===== src/rtl/gate_bist_pkg.sv =====
// Shared constants for the gate BIST controller: FSM state encoding and
// reference truth tables for common two-input gates.
package gate_bist_pkg;

  typedef logic [2:0] bist_state_t;

  localparam bist_state_t StIdle   = 3'd0;
  localparam bist_state_t StApply  = 3'd1;
  localparam bist_state_t StSettle = 3'd2;
  localparam bist_state_t StCheck  = 3'd3;
  localparam bist_state_t StDone   = 3'd4;

  // Bit i is the expected gate output for input vector i.
  localparam logic [3:0] TT_AND  = 4'b1000;
  localparam logic [3:0] TT_OR   = 4'b1110;
  localparam logic [3:0] TT_XOR  = 4'b0110;
  localparam logic [3:0] TT_NAND = 4'b0111;
  localparam logic [3:0] TT_NOR  = 4'b0001;

endpackage


===== src/rtl/gate_bist_if.sv =====
// Control/result and gate-under-test signals of the gate BIST controller.
// master: host and gate side; slave: the controller.
interface gate_bist_if #(
  parameter int unsigned N_IN = 2
);
  localparam int unsigned NV = 1 << N_IN;

  logic            start;
  logic [N_IN-1:0] dut_in;
  logic            dut_out;
  logic            busy;
  logic            done;
  logic            pass;
  logic [N_IN:0]   fail_cnt;
  logic [NV-1:0]   fail_vec;

  modport master (
    output start, dut_out,
    input  dut_in, busy, done, pass, fail_cnt, fail_vec
  );

  modport slave (
    input  start, dut_out,
    output dut_in, busy, done, pass, fail_cnt, fail_vec
  );

endinterface


===== src/rtl/gate_bist_sync.sv =====
// Two-flop synchronizer for the gate-under-test output; resets to 0.
module gate_bist_sync (
  input  logic clk,
  input  logic rst_n,
  input  logic d_i,
  output logic q_o
);

  logic meta_q;
  logic sync_q;

  always_ff @(posedge clk or negedge rst_n) begin
    if (!rst_n) begin
      meta_q <= 1'b0;
      sync_q <= 1'b0;
    end else begin
      meta_q <= d_i;
      sync_q <= meta_q;
    end
  end

  assign q_o = sync_q;

endmodule


===== src/rtl/gate_bist_ctrl.sv =====
// BIST sequencer: walks every input vector of a small gate, samples its output after a
// settle time and compares against EXP_TT. Define GATE_BIST_SYNC_EN to synchronise dut_out.
module gate_bist_ctrl
  import gate_bist_pkg::*;
#(
  parameter int unsigned              N_IN       = 2,
  parameter int unsigned              SETTLE_CYC = 10,
  parameter logic [(1 << N_IN)-1:0]   EXP_TT     = TT_AND
) (
  input logic          clk,
  input logic          rst_n,
  gate_bist_if.slave   bus
);

  localparam int unsigned NV = 1 << N_IN;
`ifdef GATE_BIST_SYNC_EN
  localparam int unsigned SyncLat = 2;
`else
  localparam int unsigned SyncLat = 0;
`endif
  localparam int unsigned     SettleTot  = SETTLE_CYC + SyncLat;
  localparam logic [8:0]      SettleLast = (SettleTot == 0) ? 9'd0 : 9'(SettleTot - 1);
  localparam logic [N_IN-1:0] IdxLast    = N_IN'(NV - 1);

  bist_state_t     state_q, state_d;
  logic [N_IN-1:0] idx_q, idx_d;
  logic [8:0]      cnt_q, cnt_d;
  logic [N_IN-1:0] dut_in_q, dut_in_d;
  logic            busy_q, busy_d;
  logic            done_q, done_d;
  logic            pass_q, pass_d;
  logic [N_IN:0]   fail_cnt_q, fail_cnt_d;
  logic [NV-1:0]   fail_vec_q, fail_vec_d;

  logic dut_out_s;
  logic mismatch;

`ifdef GATE_BIST_SYNC_EN
  gate_bist_sync u_sync (
    .clk   (clk),
    .rst_n (rst_n),
    .d_i   (bus.dut_out),
    .q_o   (dut_out_s)
  );
`else
  assign dut_out_s = bus.dut_out;
`endif

  // Case inequality so an X/Z gate output is flagged in simulation.
  assign mismatch = (dut_out_s !== EXP_TT[idx_q]);

  always_comb begin
    state_d    = state_q;
    idx_d      = idx_q;
    cnt_d      = cnt_q;
    dut_in_d   = dut_in_q;
    busy_d     = busy_q;
    done_d     = done_q;
    pass_d     = pass_q;
    fail_cnt_d = fail_cnt_q;
    fail_vec_d = fail_vec_q;

    case (state_q)
      StIdle, StDone: begin
        if (bus.start) begin
          state_d    = StApply;
          idx_d      = '0;
          busy_d     = 1'b1;
          done_d     = 1'b0;
          pass_d     = 1'b0;
          fail_cnt_d = '0;
          fail_vec_d = '0;
        end
      end
      StApply: begin
        dut_in_d = idx_q;
        cnt_d    = '0;
        state_d  = (SettleTot == 0) ? StCheck : StSettle;
      end
      StSettle: begin
        if (cnt_q == SettleLast) begin
          state_d = StCheck;
        end else begin
          cnt_d = cnt_q + 9'd1;
        end
      end
      StCheck: begin
        if (mismatch) begin
          fail_vec_d[idx_q] = 1'b1;
          fail_cnt_d        = fail_cnt_q + 1'b1;
        end
        if (idx_q == IdxLast) begin
          state_d = StDone;
          busy_d  = 1'b0;
          done_d  = 1'b1;
          pass_d  = (fail_cnt_d == '0);
        end else begin
          idx_d   = idx_q + 1'b1;
          state_d = StApply;
        end
      end
      default: state_d = StIdle;
    endcase
  end

  always_ff @(posedge clk or negedge rst_n) begin
    if (!rst_n) begin
      state_q    <= StIdle;
      idx_q      <= '0;
      cnt_q      <= '0;
      dut_in_q   <= '0;
      busy_q     <= 1'b0;
      done_q     <= 1'b0;
      pass_q     <= 1'b0;
      fail_cnt_q <= '0;
      fail_vec_q <= '0;
    end else begin
      state_q    <= state_d;
      idx_q      <= idx_d;
      cnt_q      <= cnt_d;
      dut_in_q   <= dut_in_d;
      busy_q     <= busy_d;
      done_q     <= done_d;
      pass_q     <= pass_d;
      fail_cnt_q <= fail_cnt_d;
      fail_vec_q <= fail_vec_d;
    end
  end

  assign bus.dut_in   = dut_in_q;
  assign bus.busy     = busy_q;
  assign bus.done     = done_q;
  assign bus.pass     = pass_q;
  assign bus.fail_cnt = fail_cnt_q;
  assign bus.fail_vec = fail_vec_q;

endmodule

===== src/flat_wrapper.sv =====
// flat-port wrapper written by rule: the top's interface ports become plain ports
module gate_bist_ctrl_flat import gate_bist_pkg::*;
#(
  parameter int unsigned              N_IN       = 2,
  parameter int unsigned              SETTLE_CYC = 10,
  parameter logic [(1 << N_IN)-1:0]   EXP_TT     = TT_AND
)
  (clk, rst_n, bus_start, bus_dut_out, bus_dut_in, bus_busy, bus_done, bus_pass, bus_fail_cnt, bus_fail_vec);
  gate_bist_if #(.N_IN(N_IN)) bus_i ();
  input logic clk;
  input logic rst_n;
  input wire logic [$bits(bus_i.start)-1:0] bus_start;
  input wire logic [$bits(bus_i.dut_out)-1:0] bus_dut_out;
  output wire logic [$bits(bus_i.dut_in)-1:0] bus_dut_in;
  output wire logic [$bits(bus_i.busy)-1:0] bus_busy;
  output wire logic [$bits(bus_i.done)-1:0] bus_done;
  output wire logic [$bits(bus_i.pass)-1:0] bus_pass;
  output wire logic [$bits(bus_i.fail_cnt)-1:0] bus_fail_cnt;
  output wire logic [$bits(bus_i.fail_vec)-1:0] bus_fail_vec;
  assign bus_i.start = bus_start;
  assign bus_i.dut_out = bus_dut_out;
  assign bus_dut_in = bus_i.dut_in;
  assign bus_busy = bus_i.busy;
  assign bus_done = bus_i.done;
  assign bus_pass = bus_i.pass;
  assign bus_fail_cnt = bus_i.fail_cnt;
  assign bus_fail_vec = bus_i.fail_vec;
  gate_bist_ctrl #(.N_IN(N_IN), .SETTLE_CYC(SETTLE_CYC), .EXP_TT(EXP_TT)) u_core (.clk(clk), .rst_n(rst_n), .bus(bus_i));
endmodule

===== config.mk =====
export PLATFORM = sky130hd
export DESIGN_NAME = gate_bist_ctrl_flat
export DESIGN_NICKNAME = d
export VERILOG_FILES = /design/src/rtl/gate_bist_pkg.sv /design/src/rtl/gate_bist_if.sv /design/src/rtl/gate_bist_sync.sv /design/src/rtl/gate_bist_ctrl.sv /design/src/flat_wrapper.sv
export SDC_FILE = /design/constraint.sdc
export NUM_CORES = 1
export LEC_CHECK = 0
export BUFFER_PORTS_ARGS = -buffer_cell sky130_fd_sc_hd__buf_2
export CAP_MARGIN = 20
export CORE_AREA = 8 8 63 65
export DETAILED_ROUTE_END_ITERATION = 8
export DIE_AREA = 0 0 71 73
export PLACE_DENSITY = 0.67
export SYNTH_ARGS = -nofsm -noshare
export SYNTH_HDL_FRONTEND = slang
export SYNTH_SLANG_ARGS = --single-unit

===== constraint.sdc =====
create_clock -name clk -period 2.2 [get_ports clk]
set_clock_uncertainty 0.2 [all_clocks]
set_input_delay 0.11 -clock clk [delete_from_list [all_inputs] [get_ports clk]]
set_output_delay 0.11 -clock clk [all_outputs]
set_load 0.02 [all_outputs]

Yosys cells after proc, flatten, opt, wreduce, memory -nomap -nowiden
Index checks and enable logic that the tools add are counted.

Add/sub/neg operators: 3. $lt $le $gt $ge: 2. Equality and inequality tests: 13. Muxes and demuxes: 28. Bitwise gates (word level): 1. Reductions and logical operators: 12.

Operator list (number): two-way mux 3 bit (6); one-hot mux 9 bit (2 select lines) (1); one-hot mux 3 bit (4 select lines) (1); adder 9 x 1 -> 9 bit, second input constant (1); == test 9 x 4 -> 1 bit, second input constant (1); two-way mux 9 bit (1); AND reduction 3 bit (3); two-way mux 4 bit (2); one-hot mux 4 bit (2 select lines) (1); two-way mux 1 bit (7); == test 3 x 2 -> 1 bit, second input constant (2); zero test 3 bit (2); inequality test 2 x 1 -> 1 bit, second input constant (3); inequality test 2 bit, second input constant (3); one-hot mux 1 bit (2 select lines) (3); one-hot mux 3 bit (2 select lines) (1); AND reduction 2 bit (3); two-way mux 2 bit (2); bitwise OR 4 bit (1); one-hot mux 2 bit (2 select lines) (1); nonzero test 2 bit (2); adder 3 x 1 -> 3 bit, second input constant (1); == test 3 x 1 -> 1 bit, second input constant (1); == test 3 bit, second input constant (1); 9 further kinds (9).

Bits in registers: 26. Bits of input ports: 4. Output and inout port bits: 12. Word-level logic and storage cells: 68.

Logic depth before layout (Yosys ltp)
Depth in word-level cells: 8. Gate-level depth with buffers: 5. Mapped depth without buffers: 5.

Worst setup path before layout
Ideal clock, no wire load.

Path type: register to register. From: register u_core.idx_q[0]. To: register u_core.fail_cnt_q[2], in the netlist u_core.bus.fail_cnt[2]. Library setup time: 132 ps. Arrival time: 1533 ps. Setup slack: 335 ps. Cell stages (with the launch flop): 5. Clock period less this slack: 1865 ps. Cells stage by stage: dfrtp_1 > ha_1 > xor2_1 > a2111oi_0 > or3b_1.

Longest elaborated chain between the ends: 6.

RTL lines: start: declaration (line gate_bist_ctrl.sv:26) `logic [N_IN-1:0] idx_q, idx_d;`; start signal: assignment (line gate_bist_ctrl.sv:119) `idx_q <= idx_d;`; binary-select mux 1 bit (select 2 bit) (line gate_bist_ctrl.sv:50) `assign mismatch = (dut_out_s !== EXP_TT[idx_q]);`; two-way mux 1 bit (not written as such) (line gate_bist_ctrl.sv:50); case inequality test 1 bit (line gate_bist_ctrl.sv:50); two-way mux 3 bit (line gate_bist_ctrl.sv:88) `if (mismatch) begin`; two-way mux 3 bit (line gate_bist_ctrl.sv:63) `case (state_q)`; one-hot mux 3 bit (2 select lines) (line gate_bist_ctrl.sv:63); end signal: assignment (line gate_bist_ctrl.sv:125) `fail_cnt_q <= fail_cnt_d;`; end: declaration (line gate_bist_ctrl.sv:32) `logic [N_IN:0] fail_cnt_q, fail_cnt_d;`.

No other way between the ends. The select of a mux whose other input is x is not followed. A chain may end at the register's enable or synchronous reset.

Worst setup path in the final report
Same ends and word-level chain as after synthesis.

==> impl_metrics.py <==
metrics = {
    "run_status": {
        "status": "completed",
    },
    "sta": {
        "min_period_ns": 2.06,
        "post-route-period-util_pct": 93.5,
        "rsz0062_at_grt": "false",
        "hold_viol_final": 0,
        "setup_ws_ns": 0.144,
        "worstMarginPinSlew_ns": 0.570,
        "setup_viol": 0,
        "hold_slack_ns": 0.0929,
        "slew_viol_final": 0,
        "relSlewSlack_pct": 61.5,
        "max_freq_mhz": 486,
        "setup_tns_ns": 0,
    },
    "worst_setup_path": {
        "worstPathArrival_ns": 2.08,
        "required_ns": 2.22,
        "reg2reg_from": "u_core.idx_q[0]",
        "r2r_slack_ns": 0.14,
        "end_kind": "flip-flop",
        "worstSetupStartpointType": "flip-flop",
        "crit_fanout": 8,
        "r2r-end": "u_core.bus.fail_cnt[2]",
        "worstSetupPathType": "flip-flop to flip-flop",
        "cp-startpoint": "u_core.idx_q[0]",
        "reg2reg_depth": 4,
    },
    "detailed_routing": {
        "met1Wirelength_um": 1220,
        "wl_met3_um": 152,
        "topRoutingLayerUsed": "met4",
        "first_iter_violations": 37,
        "routedWlPerCell_um": 14.8,
        "met2_length_um": 1370,
        "first_pass_iters": 4,
        "via_count": 1116,
        "post_drt_via_cell_ratio": 5.90,
        "wl_um": 2790,
        "post-route-drc-count": 0,
        "drtAntennaViolNets": 0,
    },
    "clock_network": {
        "clkTransAtPathRegs_ns": 0.15,
        "cts_buffers": 3,
        "cts_setup_buffers": 0,
        "cts_tree": "done",
        "cts.sinks": 26,
        "cts_root_buf": "clkbuf_4",
        "cts.htree.levels": 1,
        "clk_latency_ns": 0.32,
        "clk_path_buf_depth": 2,
    },
    "place": {
        "gp_routability_congestion": 0.822,
        "port_buffers": 15,
        "hpwl_um": 2060,
        "place_area_mm2": 0.00150,
        "dp_slack_ns": 0.166,
    },
    "die": {
        "coreArea_mm2": 0.00295,
        "rows": 20,
        "die_w_um": 71,
        "dieHeight_um": 73,
        "start_util_pct": 48.0,
        "ioPinCount": 16,
        "dieArea_mm2": 0.00518,
    },
    "finish": {
        "fin_util_pct": 53.5,
        "n_fill_cell": 269,
        "area_growth_pct": 11.6,
        "multiInputGateArea_um2": 693,
        "layout-drive-gt1-share_pct": 16.0,
        "design_area_mm2": 0.00158,
        "nets": 169,
        "regArea_um2": 651,
        "diodes": 0,
    },
    "synthesis": {
        "ys_seq_area_share_pct": 45.9,
        "synth_top_cell_area_share_pct": 45.9,
        "syn_inst": 140,
        "synth.largest_area_cell": "dfrtp_1",
        "synth.distinct_cells": 38,
        "ys_ff_latch": 26,
        "yosys_warnings": 0,
        "synth_area_mm2": 0.00142,
        "avgSynthCellArea_um2": 10.1,
        "synthFlopType": "dfrtp_1",
        "synth_area_leaders": "dfrtp_1 46%, ha_1 7.1%, mux2i_1 5.7%, nand2_1 5.3%, nand3_1 2.1%",
        "synth_nets": 152,
        "synth-edff-count": 0,
        "async_flop_share_pct": 100,
    },
    "power": {
        "power.leakage_nw": 0.755,
        "vdd_drop_max_mv": 0.616,
        "p_per_area_mw_per_mm2": 1200,
    },
    "global_routing": {
        "grt_pass1_vias": 1127,
        "grt_pass1_wl_um": 5020,
        "grt_max_degree": 27,
        "overflow": 0,
        "grtUsageTotal_pct": 11.8,
        "antenna_found_initial": 0,
    },
    "min_path": {
        "holdCritPathClass": "input port to asynchronous set/reset pin",
    },
    "run": {
        "maxCapViolCount": 0,
    },
}
[worst max-delay path by stage]
stage,end,cells past startpoint
CTS,u_core.bus.fail_cnt[2],4
global placement,u_core.bus.fail_cnt[2],4
global route,u_core.bus.fail_cnt[2],4
detailed placement,u_core.bus.fail_cnt[2],4
finish,u_core.bus.fail_cnt[2],4
floorplan,u_core.bus.fail_cnt[2],4
[worst max-delay path, cell delays in order (launching register included)]
cell	delay, ns
dfrtp_1	0.47
ha_1	0.27
xor2_1	0.46
a2111oi_0	0.19
or3b_1	0.36
[cell type report]
type                            count  share of cell area [%]
Tap cell                           33                    2.61
Inverter                            8                    1.90
Clock inverter                      1                    1.90
Sequential cell                    26                    41.2
Timing Repair Buffer               19                    7.13
Clock buffer                        3                    1.43
Multi-Input combinational cell     99                    43.9
[logic make-up after synthesis]
| kind of cell | share of synthesized area [%] |
|---|---|
| simple gates | 23.3 |
| compound gates | 11.7 |
| mux | 5.65 |
| xor+xnor | 1.24 |
| buf+inv | 5.12 |
| fa+ha+maj | 7.07 |
| flops | 45.9 |
[power by group]
group	switching, mW	leakage (nW)	internal, mW
Sequential	0.164	0.343	0.620
Clock	0.146	0.0279	0.184
Combinational	0.476	0.384	0.313
Total	0.787	0.755	1.12
[flip-flops by register name, indices dropped and copies added, names as in the netlist]
| signal | cells |
|---|---|
| u_core.cnt_q | 9 |
| u_core.bus.fail_vec | 4 |
| u_core.bus.dut_in | 2 |
| u_core.bus.fail_cnt | 3 |
| u_core.bus.busy | 1 |
| u_core.bus.done | 1 |
| u_core.bus.pass | 1 |
| u_core.state_q | 3 |
| u_core.idx_q | 2 |
[metrics by stage]
step	cells	power, mW
finish	189	1.90
global route	189	2.06
CTS	189	1.93
detailed placement	182	1.59
global placement	182	1.56
floorplan	140	1.40
[metal layers]
layer | up-vias | global-route usage, %
met5 | - | 0
met4 | 0 | 7.16
met3 | 6 | 2.88
met2 | 34 | 20.0
met1 | 545 | 13.1
li1 | 531 | -
[layout by cell type, fill, tap and decap left out, types with 4 or more instances in the layout]
cell,count
o21ai_0,4
buf_2,15
nand2_1,20
nand3_1,6
inv_1,8
ha_1,8
dfrtp_1,26
nor2_1,6
mux2i_1,8
nand2b_1,4
[repair_timing]
item / 4_1_cts / 5_1_grt
endpoints found under the setup margin: 0 / 0
hold buffers: 3 / 0
endpoints found under the hold margin: 28 / 0
gates resized for setup: 0 / 0
[cells in the mapped netlist (2+ instances only)]
| library cell | instances |
|---|---|
| dfrtp_1 | 26 |
| nand4_1 | 2 |
| inv_1 | 8 |
| or3_1 | 2 |
| or3b_2 | 2 |
| o31ai_1 | 2 |
| ha_1 | 8 |
| mux2i_1 | 8 |
| o21a_1 | 3 |
| a21oi_1 | 2 |
| o211ai_1 | 2 |
| buf_6 | 2 |
| xor2_1 | 2 |
| o22ai_1 | 2 |
| nor4bb_1 | 3 |
| a31oi_1 | 3 |
| nor3b_1 | 3 |
| nand2b_1 | 4 |
| clkbuf_1 | 4 |
| nand3_1 | 6 |
| o21ai_0 | 4 |
| nand2_1 | 20 |
| nor2_1 | 6 |
| nor4_1 | 2 |
Note: power is estimated with default switching activity, not from simulation.
